File: src/rtl/mem_arb_pkg.sv
// Shared types and default sizes for the memory-port arbiter.
package mem_arb_pkg;

    typedef enum logic [1:0] {
        IDLE    = 2'd0,
        OWN_CPU = 2'd1,
        OWN_DBG = 2'd2
    } arb_state_t;

    typedef enum logic {
        CPU = 1'b0,
        DBG = 1'b1
    } owner_t;

    localparam int DEF_ADDR_W   = 16;
    localparam int DEF_DATA_W   = 16;
    localparam int DEF_MAX_HOLD = 4;

endpackage

File: src/rtl/arb_hold_counter.sv
// Saturating count of consecutive accepts by the current owner.
// max_on_inc is high when one more accept brings the count to MAX_HOLD.
module arb_hold_counter #(
    parameter int MAX_HOLD = 4,
    localparam int CNT_W = $clog2(MAX_HOLD + 1)
) (
    input  logic clk,
    input  logic rst_n,
    input  logic clr,
    input  logic inc,
    output logic max_on_inc
);

    localparam logic [CNT_W-1:0] MAX_VAL  = CNT_W'(MAX_HOLD);
    localparam logic [CNT_W-1:0] LAST_VAL = CNT_W'(MAX_HOLD - 1);

    logic [CNT_W-1:0] count_r;

    // Count register: clear wins over increment, increment saturates.
    always_ff @(posedge clk or negedge rst_n) begin
        if (!rst_n) begin
            count_r <= '0;
        end else if (clr) begin
            count_r <= '0;
        end else if (inc && (count_r != MAX_VAL)) begin
            count_r <= count_r + CNT_W'(1);
        end else begin
            count_r <= count_r;
        end
    end

    assign max_on_inc = (count_r >= LAST_VAL);

endmodule

File: src/rtl/mem_port_arbiter.sv
// Two-requester (CPU / debug) arbiter for a single one-cycle-latency memory port.
// Optional MEM_ARB_DBG_LOCK_EN adds dbg_lock, which pins ownership to the debug port.
module mem_port_arbiter
    import mem_arb_pkg::*;
#(
    parameter int ADDR_W   = DEF_ADDR_W,
    parameter int DATA_W   = DEF_DATA_W,
    parameter int MAX_HOLD = DEF_MAX_HOLD
) (
    input  logic              CLK,
    input  logic              reset,
    input  logic              cpu_req,
    input  logic              cpu_we,
    input  logic [ADDR_W-1:0] cpu_addr,
    input  logic [DATA_W-1:0] cpu_wdata,
    output logic              cpu_gnt,
    output logic              cpu_stall,
    output logic              cpu_rvalid,
    output logic [DATA_W-1:0] cpu_rdata,
    input  logic              dbg_req,
    input  logic              dbg_we,
    input  logic [ADDR_W-1:0] dbg_addr,
    input  logic [DATA_W-1:0] dbg_wdata,
`ifdef MEM_ARB_DBG_LOCK_EN
    input  logic              dbg_lock,
`endif
    output logic              dbg_gnt,
    output logic              dbg_rvalid,
    output logic [DATA_W-1:0] dbg_rdata,
    output logic [ADDR_W-1:0] mem_addr,
    output logic [DATA_W-1:0] mem_wdata,
    output logic              mem_we,
    input  logic [DATA_W-1:0] mem_q
);

    arb_state_t        state_r, state_next_s;
    owner_t            last_owner_r, last_owner_next_s;
    owner_t            owner_s, rd_tag_r;
    logic              rd_pending_r;
    logic [DATA_W-1:0] cpu_rdata_r, dbg_rdata_r;
    logic              accept_s, owner_we_s, lock_s, max_on_inc_s, cnt_clr_s;

`ifdef MEM_ARB_DBG_LOCK_EN
    assign lock_s = dbg_lock;
`else
    assign lock_s = 1'b0;
`endif

    assign cpu_gnt    = (state_r == OWN_CPU) & cpu_req;
    assign dbg_gnt    = (state_r == OWN_DBG) & dbg_req;
    assign cpu_stall  = cpu_req & ~cpu_gnt;
    assign accept_s   = cpu_gnt | dbg_gnt;
    assign owner_we_s = (owner_s == DBG) ? dbg_we : cpu_we;
    assign mem_addr   = (owner_s == DBG) ? dbg_addr : cpu_addr;
    assign mem_wdata  = (owner_s == DBG) ? dbg_wdata : cpu_wdata;
    assign mem_we     = accept_s & owner_we_s;

    // Read return: mem_q is passed through while valid, otherwise the last value holds.
    assign cpu_rvalid = rd_pending_r & (rd_tag_r == CPU);
    assign dbg_rvalid = rd_pending_r & (rd_tag_r == DBG);
    assign cpu_rdata  = cpu_rvalid ? mem_q : cpu_rdata_r;
    assign dbg_rdata  = dbg_rvalid ? mem_q : dbg_rdata_r;

    // Current memory owner; the CPU drives the port while idle.
    always_comb begin
        owner_s = CPU;
        if (state_r == OWN_DBG) begin
            owner_s = DBG;
        end else begin
            owner_s = CPU;
        end
    end

    // Next-state and round-robin bookkeeping.
    always_comb begin
        state_next_s      = state_r;
        last_owner_next_s = last_owner_r;
        case (state_r)
            IDLE: begin
                if (cpu_req && dbg_req) begin
                    state_next_s = (last_owner_r == CPU) ? OWN_DBG : OWN_CPU;
                end else if (cpu_req) begin
                    state_next_s = OWN_CPU;
                end else if (dbg_req) begin
                    state_next_s = OWN_DBG;
                end else begin
                    state_next_s = IDLE;
                end
            end
            OWN_CPU: begin
                if (!cpu_req) begin
                    state_next_s = dbg_req ? OWN_DBG : IDLE;
                end else if (accept_s && max_on_inc_s && dbg_req) begin
                    state_next_s = OWN_DBG;
                end else begin
                    state_next_s = OWN_CPU;
                end
            end
            OWN_DBG: begin
                if (lock_s) begin
                    state_next_s = OWN_DBG;
                end else if (!dbg_req) begin
                    state_next_s = cpu_req ? OWN_CPU : IDLE;
                end else if (accept_s && max_on_inc_s && cpu_req) begin
                    state_next_s = OWN_CPU;
                end else begin
                    state_next_s = OWN_DBG;
                end
            end
            default: begin
                state_next_s = IDLE;
            end
        endcase

        if ((state_next_s != state_r) && (state_next_s == OWN_CPU)) begin
            last_owner_next_s = CPU;
        end else if ((state_next_s != state_r) && (state_next_s == OWN_DBG)) begin
            last_owner_next_s = DBG;
        end else begin
            last_owner_next_s = last_owner_r;
        end
    end

    // Every ownership change restarts the burst count.
    assign cnt_clr_s = (state_next_s != state_r);

    arb_hold_counter #(
        .MAX_HOLD (MAX_HOLD)
    ) u_hold (
        .clk        (CLK),
        .rst_n      (reset),
        .clr        (cnt_clr_s),
        .inc        (accept_s),
        .max_on_inc (max_on_inc_s)
    );

    // Ownership state and last owner.
    always_ff @(posedge CLK or negedge reset) begin
        if (!reset) begin
            state_r      <= IDLE;
            last_owner_r <= DBG;
        end else begin
            state_r      <= state_next_s;
            last_owner_r <= last_owner_next_s;
        end
    end

    // Outstanding-read tracking and held read data.
    always_ff @(posedge CLK or negedge reset) begin
        if (!reset) begin
            rd_pending_r <= 1'b0;
            rd_tag_r     <= CPU;
            cpu_rdata_r  <= '0;
            dbg_rdata_r  <= '0;
        end else begin
            rd_pending_r <= accept_s & ~owner_we_s;
            rd_tag_r     <= owner_s;
            cpu_rdata_r  <= cpu_rvalid ? mem_q : cpu_rdata_r;
            dbg_rdata_r  <= dbg_rvalid ? mem_q : dbg_rdata_r;
        end
    end

endmodule
File: config.mk
export PLATFORM = sky130hd
export DESIGN_NAME = mem_port_arbiter
export DESIGN_NICKNAME = d
export VERILOG_FILES = /design/src/rtl/mem_arb_pkg.sv /design/src/rtl/arb_hold_counter.sv /design/src/rtl/mem_port_arbiter.sv
export SDC_FILE = /design/constraint.sdc
export NUM_CORES = 1
export LEC_CHECK = 0
export CORE_ASPECT_RATIO = 0.9
export CORE_MARGIN = 2
export CORE_UTILIZATION = 34
export DETAILED_ROUTE_END_ITERATION = 12
export PLACE_DENSITY = 0.8
export SETUP_SLACK_MARGIN = 0.4
export SYNTH_ARGS = -nofsm -noshare
export SYNTH_HDL_FRONTEND = slang
export SYNTH_SLANG_ARGS = --single-unit
File: constraint.sdc
create_clock -name CLK -period 2.1 [get_ports CLK]
set_input_delay 0.63 -clock CLK [delete_from_list [all_inputs] [get_ports CLK]]
set_output_delay 0.63 -clock CLK [all_outputs]
set_load 0.01 [all_outputs]
==> results.py, run 1 <==
metrics = {
    "pwr": {
        "power_frac_seq_pct": 25.4,
        "p_sw_share_pct": 31.8,
        "power_switching_w": 0.00155,
        "max-vdd-ir-drop_mv": 0.399,
        "p_int_w": 0.00332,
        "clockPowerShare_pct": 12.6,
        "p_leak_nw": 2.76,
        "comb_power_share_pct": 62.0,
        "power-per-cell-area_nw_per_um2": 916,
    },
    "die": {
        "ioPinCount": 156,
        "core-area_um2": 6080,
        "start_util_pct": 34.9,
        "die_w_um": 87.2,
        "die_h_um": 78.9,
        "dieArea_um2": 6880,
        "rows": 27,
    },
    "layout": {
        "instances_no_fill": 536,
        "drive_gt1_share_pct": 61.6,
        "fin_util_pct": 87.4,
        "fin_nets": 552,
        "stdcell_area_um2": 5320,
        "area_growth_pct": 151,
        "insertedDiodeCount": 0,
    },
    "run_status": {
        "violations": "setup timing",
        "status": "finished, violations left",
    },
    "hold_path": {
        "hold_class": "input port to asynchronous set/reset pin",
    },
    "synthesis": {
        "yosysWarnings": 0,
        "synth-simple-area-share_pct": 22.5,
        "synth_adder_area_share_pct": 1.77,
        "yosys.area_share.xor_xnor_pct": 0.413,
        "synth-seq-cells": 40,
        "synth_top_family_by_area": "simple AND/OR/NAND/NOR gates",
        "syn_nets": 321,
        "syn_inst": 232,
        "ys_seq_area_share_pct": 47.3,
        "synthMuxAreaShare_pct": 18.4,
        "synth_compound_area_share_pct": 4.90,
        "avgSynthCellArea_um2": 9.14,
        "netlist_area_um2": 2120,
        "synthDistinctLibCells": 29,
    },
    "drt": {
        "wire_per_inst_um": 17.6,
        "via_per_inst": 4.89,
        "drt_wl_total_um": 9430,
        "drc": 0,
        "drt-pass1-iter-count": 4,
        "ant_nets": 0,
        "via_count": 2622,
        "first_iter_violations": 52,
    },
    "worst_setup_path": {
        "r2r_slack_ps": 200,
        "worst_r2r_path_depth": 9,
        "cp.required_ps": 1470,
        "r2r-start": "state_r[1]",
        "arrival_ps": 1610,
        "worstSetupEndpointType": "primary output",
        "r2r-end": "u_hold.count_r[1]",
        "cp-start-kind": "flip-flop",
        "path_max_fanout": 5,
        "crit_type": "flip-flop to primary output",
    },
    "sta": {
        "setup_slack_ps": -142,
        "setup_viol": 51,
        "setup_tns_ps": -3900,
        "max-slew-margin-rel_pct": 73.7,
        "period_share_pct": 107,
        "max_freq_mhz": 446,
        "finalHoldViolCount": 0,
        "clock_skew_ps": 9.54,
        "worst_pin_slew_ps": 394,
        "grt_setup_unrepaired": "true",
        "final_max_slew_viol_count": 0,
        "post-route-min-period_ps": 2240,
    },
    "cts": {
        "cts.hold.buffers_added": 0,
        "cts_tree": "yes",
        "clockBufferDepth": 2,
        "h-tree-depth": 2,
        "root_buffer": "clkbuf_8",
        "clkTransAtPathRegs_ps": 80,
        "cts_buffers": 5,
        "insertion_delay_ps": 280,
        "cts.sinks": 40,
    },
    "grt": {
        "grt_max_degree": 25,
        "grt_pass1_vias": 2649,
        "grt-ovfl-total": 0,
        "antenna_found_initial": 0,
        "grt_pass1_wl_um": 12600,
        "track_usage_pct": 23.1,
    },
    "placed_design": {
        "post_dp_cell_area_um2": 3860,
        "place.port_buffers": 155,
        "dp_slack_ps": -552,
        "dp_hpwl_um": 4860,
        "place.gp.congestion": 0.747,
        "dp_cells": 462,
    },
    "flow_run": {
        "max_cap_violations": 0,
    },
}
-- area by class of cell --
cell class,count,area [um^2]
Clock buffer,6,72.6
Clock inverter,2,35.0
Fill cell,286,764
Inverter,9,38.8
Multi-Input combinational cell,171,1530
Sequential cell,40,1000
Tap cell,72,90.1
Timing Repair Buffer,236,2550
-- cell usage after synthesis, drive strengths merged --
cell | instances | share of area, %
and3b | 2 | 0.83
a211oi | 2 | 0.94
nor3 | 1 | 0.24
or4 | 1 | 0.35
nand3 | 1 | 0.24
inv | 9 | 1.6
dfstp | 1 | 1.2
o21ai | 7 | 1.7
mux2 | 32 | 17
nor2 | 5 | 1.1
mux2i | 3 | 1.4
or2 | 1 | 0.30
nand2 | 100 | 18
o211a | 2 | 0.94
buf | 7 | 2.2
a21oi | 5 | 1.4
and3 | 1 | 0.53
dfrtp | 39 | 46
clkbuf | 5 | 0.89
xnor2 | 1 | 0.41
nor2b | 2 | 0.59
ha | 3 | 1.8
nand2b | 2 | 0.59
-- registers in the layout, indices dropped and copies added (netlist names) --
| signal | flops |
|---|---|
| cpu_rdata_r | 16 |
| dbg_rdata_r | 16 |
| last_owner_r | 1 |
| rd_pending_r | 1 |
| rd_tag_r | 1 |
| state_r | 2 |
| u_hold.count_r | 3 |
-- cells by family after synthesis --
kind of cell	count (synthesis)
fa+ha+maj	3
buf+inv	21
simple gates	116
flops	40
xor+xnor	1
compound gates	16
mux	35
-- critical path: stages, from the launching register on --
cell and delay, ps:
dfrtp_1 430, nand2b_4 110, inv_4 50, buf_8 120
buf_12 120, buf_16 130, buf_6 110, nand2_2 50
nand2_1 60, buf_2 140
-- worst max-delay path by stage --
stage,startpoint,slack [ps],endpoint
global placement,dbg_req,-540,mem_we
finish,state_r[1],-140,mem_wdata[2]
CTS,rd_pending_r,-130,cpu_rdata[14]
floorplan,state_r[1],330,mem_addr[0]
detailed placement,dbg_req,-550,mem_we
global route,state_r[1],-200,mem_wdata[2]
-- metal layers --
layer	vias to the layer above	track usage, %	share of wire [%]	routed length, um
li1	1210	-	-	-
met1	1262	25.1	37	3450
met2	134	44.6	56	5240
met3	16	4.99	5.7	536
met4	0	5.85	2.1	201
met5	-	0	0	0
-- through the flow --
stage | total power (W) | hold WS, ps
floorplan | 0.00205 | 334
global placement | 0.00316 | 476
detailed placement | 0.00323 | 484
CTS | 0.00448 | 264
global route | 0.00511 | 280
finish | 0.00487 | 258
-- power by group through the flow --
stage          Sequential [W]  Combinational (W)  Clock (W)
3_5_place_dp          0.00121            0.00201          0
4_1_cts               0.00122            0.00264   0.000631
3_3_place_gp          0.00118            0.00198          0
2_1_floorplan         0.00117           0.000873          0
5_1_grt               0.00126            0.00319   0.000662
6_report              0.00124            0.00302   0.000613
-- cell usage in the layout, fill, tap and decap left out, types with 5 or more instances in the layout --
master            n
nand2_4          24
nand2_2          41
dfrtp_1          38
buf_8             6
buf_4            29
clkbuf_8          5
nand2_1          35
buf_12           10
buf_2            20
buf_6            79
dlygate4sd2_1    18
clkdlybuf4s50_1  65
mux2_4           29
buf_16            8
-- what timing repair did --
action / in CTS / in global routing
cloned: 8 / 1
pin swaps: 25 / 51
setup endpoints to repair: 75 / 76
resized for setup: 449 / 103
hold endpoints to repair: 0 / 0
setup buffers: 38 / 19
Power figures use the tool's default switching activity.
==> run 2: changes to the inputs <==
PLACE_DENSITY = 0.89   (was 0.8)
==> run 2 against run 1 <==
  * The flow still finishes with violations (setup timing)
  * Fmax is 1.5% higher
  * Critical path type unchanged
  * Register-to-register slack got worse by 20 ps
  * Worst hold slack improved by 130 ps
  * Via count increased by 0.95%
  * Global-route usage is 0.97 points higher
  * Sequential share of layout area up 1.2 points
  * Power is 11% lower
  * Sequential power barely moved
  * Combinational power decreased by 12%
  * Clock skew fell by 1.2 ps
  * Non-clock buffer count is 9 lower
==> results.py, run 2 (synthesis results as in run 1) <==
metrics = {
    "sta": {
        "max_freq_mhz": 453,
        "worst_pin_slew_ps": 729,
        "clock_skew_ps": 8.38,
        "final_max_slew_viol_count": 0,
        "max-slew-margin-rel_pct": 51.4,
        "setup_viol": 33,
        "finalHoldViolCount": 0,
        "grt_setup_unrepaired": "true",
        "post-route-min-period_ps": 2210,
        "setup_slack_ps": -108,
        "hold_ws_ps": 389,
        "period_share_pct": 105,
    },
    "drt": {
        "wire_per_inst_um": 18.6,
        "ant_nets": 0,
        "drt_wl_total_um": 9790,
        "drc": 0,
        "first_iter_violations": 68,
        "via_per_inst": 5.02,
        "drt-pass1-iter-count": 4,
        "via_count": 2647,
    },
    "layout": {
        "area_growth_pct": 135,
        "fin_nets": 543,
        "reg.largest.list": "cpu_rdata_r: 16 flops, dbg_rdata_r: 16 flops, u_hold.count_r: 3 flops",
        "drive_gt1_share_pct": 60.0,
        "num-fill-cells": 316,
        "final_cell_mix": "buf_6, clkdlybuf4s50_1, nand2_2, dfrtp_1, nand2_1",
        "final_common_cell": "buf_6",
        "insertedDiodeCount": 0,
    },
    "placed_design": {
        "place.port_buffers": 155,
        "dp_hpwl_um": 5120,
        "place.gp.congestion": 0.721,
    },
    "cts": {
        "cts_tree": "yes",
        "h-tree-depth": 2,
        "clockBufferDepth": 2,
        "insertion_delay_ps": 290,
        "cts.hold.buffers_added": 0,
        "cts.sinks": 40,
        "root_buffer": "clkbuf_8",
        "cts_buffers": 5,
        "clkTransAtPathRegs_ps": 80,
    },
    "die": {
        "core-area_um2": 6080,
        "start_util_pct": 34.9,
        "dieArea_um2": 6880,
        "die_h_um": 78.9,
        "ioPinCount": 156,
        "rows": 27,
        "die_w_um": 87.2,
    },
    "hold_path": {
        "hold_class": "input port to asynchronous set/reset pin",
    },
    "pwr": {
        "power-per-cell-area_nw_per_um2": 873,
        "p_leak_nw": 2.50,
        "p_total_w": 0.00435,
        "max-vdd-ir-drop_mv": 0.371,
    },
    "grt": {
        "track_usage_pct": 24.0,
        "grt_max_degree": 34,
        "grt_pass1_wl_um": 12900,
        "antenna_found_initial": 0,
        "grt-ovfl-total": 0,
        "grt_pass1_vias": 2682,
    },
    "worst_setup_path": {
        "arrival_ps": 1580,
        "worstSetupEndpointType": "primary output",
        "cp.required_ps": 1470,
        "cp-start-kind": "flip-flop",
        "crit_type": "flip-flop to primary output",
        "path_max_fanout": 7,
    },
    "run_status": {
        "violations": "setup timing",
        "status": "finished, violations left",
    },
    "flow_run": {
        "max_cap_violations": 0,
    },
}
run 2: area by class of cell:
class / count / area, um^2 / share of cell area (%)
Clock buffer: 7 / 76.3 / 1.53
Clock inverter: 1 / 5.00 / 0.100
Inverter: 9 / 43.8 / 0.878
Multi-Input combinational cell: 171 / 1460 / 29.3
Sequential cell: 40 / 1000 / 20.1
Tap cell: 72 / 90.1 / 1.81
Timing Repair Buffer: 227 / 2310 / 46.3
run 2: timing repair:
action | 4_1_cts | 5_1_grt
resized for setup | 406 | 112
endpoints found under the setup margin | 74 | 76
cloned | 5 | 0
buffers inserted | 33 | 15
pin swaps | 37 | 56
run 2: worst max-delay path, cell delays in order (launching register included):
cell and delay, ps:
dfrtp_1 440, nand2b_4 170, inv_8 60, buf_12 120
buf_16 140, buf_6 110, nand2_2 40, nand2_1 50
buf_2 150
run 2: per-layer routing:
| metal | vias to the layer above | global-route usage, % | wire, um |
|---|---|---|---|
| li1 | 1189 | - | - |
| met1 | 1265 | 25.0 | 3350 |
| met2 | 148 | 44.8 | 5290 |
| met3 | 45 | 5.51 | 615 |
| met4 | 0 | 11.7 | 530 |
| met5 | - | 0 | 0 |
run 2: report_power, final:
group | leakage (nW) | switching (W) | internal [W]
logic | 1.98 | 0.00110 | 0.00156
registers | 0.477 | 0.000109 | 0.00111
clock network | 0.0422 | 0.000247 | 0.000233
total | 2.50 | 0.00146 | 0.00290
run 2: final timing paths:
kind	startpoint	endpoint	slack [ps]	depth (start not counted)
worst min register to register	cpu_rdata_r[0]	cpu_rdata_r[0]	500	1
worst max register to register	state_r[1]	u_hold.count_r[2]	180	9
max in group asynchronous	reset	dbg_rdata_r[3]	1090	2
min in group CLK	cpu_rdata_r[0]	cpu_rdata_r[0]	500	1
worst min-delay path	reset	state_r[0]	390	1
worst max-delay path	state_r[1]	mem_wdata[15]	-110	8
run 2: per-stage QoR:
step                      setup WS, ps  util (%)  std cells  TNS (ps)  instance area, um^2
final                             -108      82.0        527     -1740                 4990
after floorplan                    325         -        232         0                 2150
after global routing              -171      82.0        527     -4360                 4990
after global placement            -548      63.9        466    -21070                 3890
after detailed placement          -560      63.9        466    -21850                 3890
after CTS                         -111      74.4        512     -1770                 4520
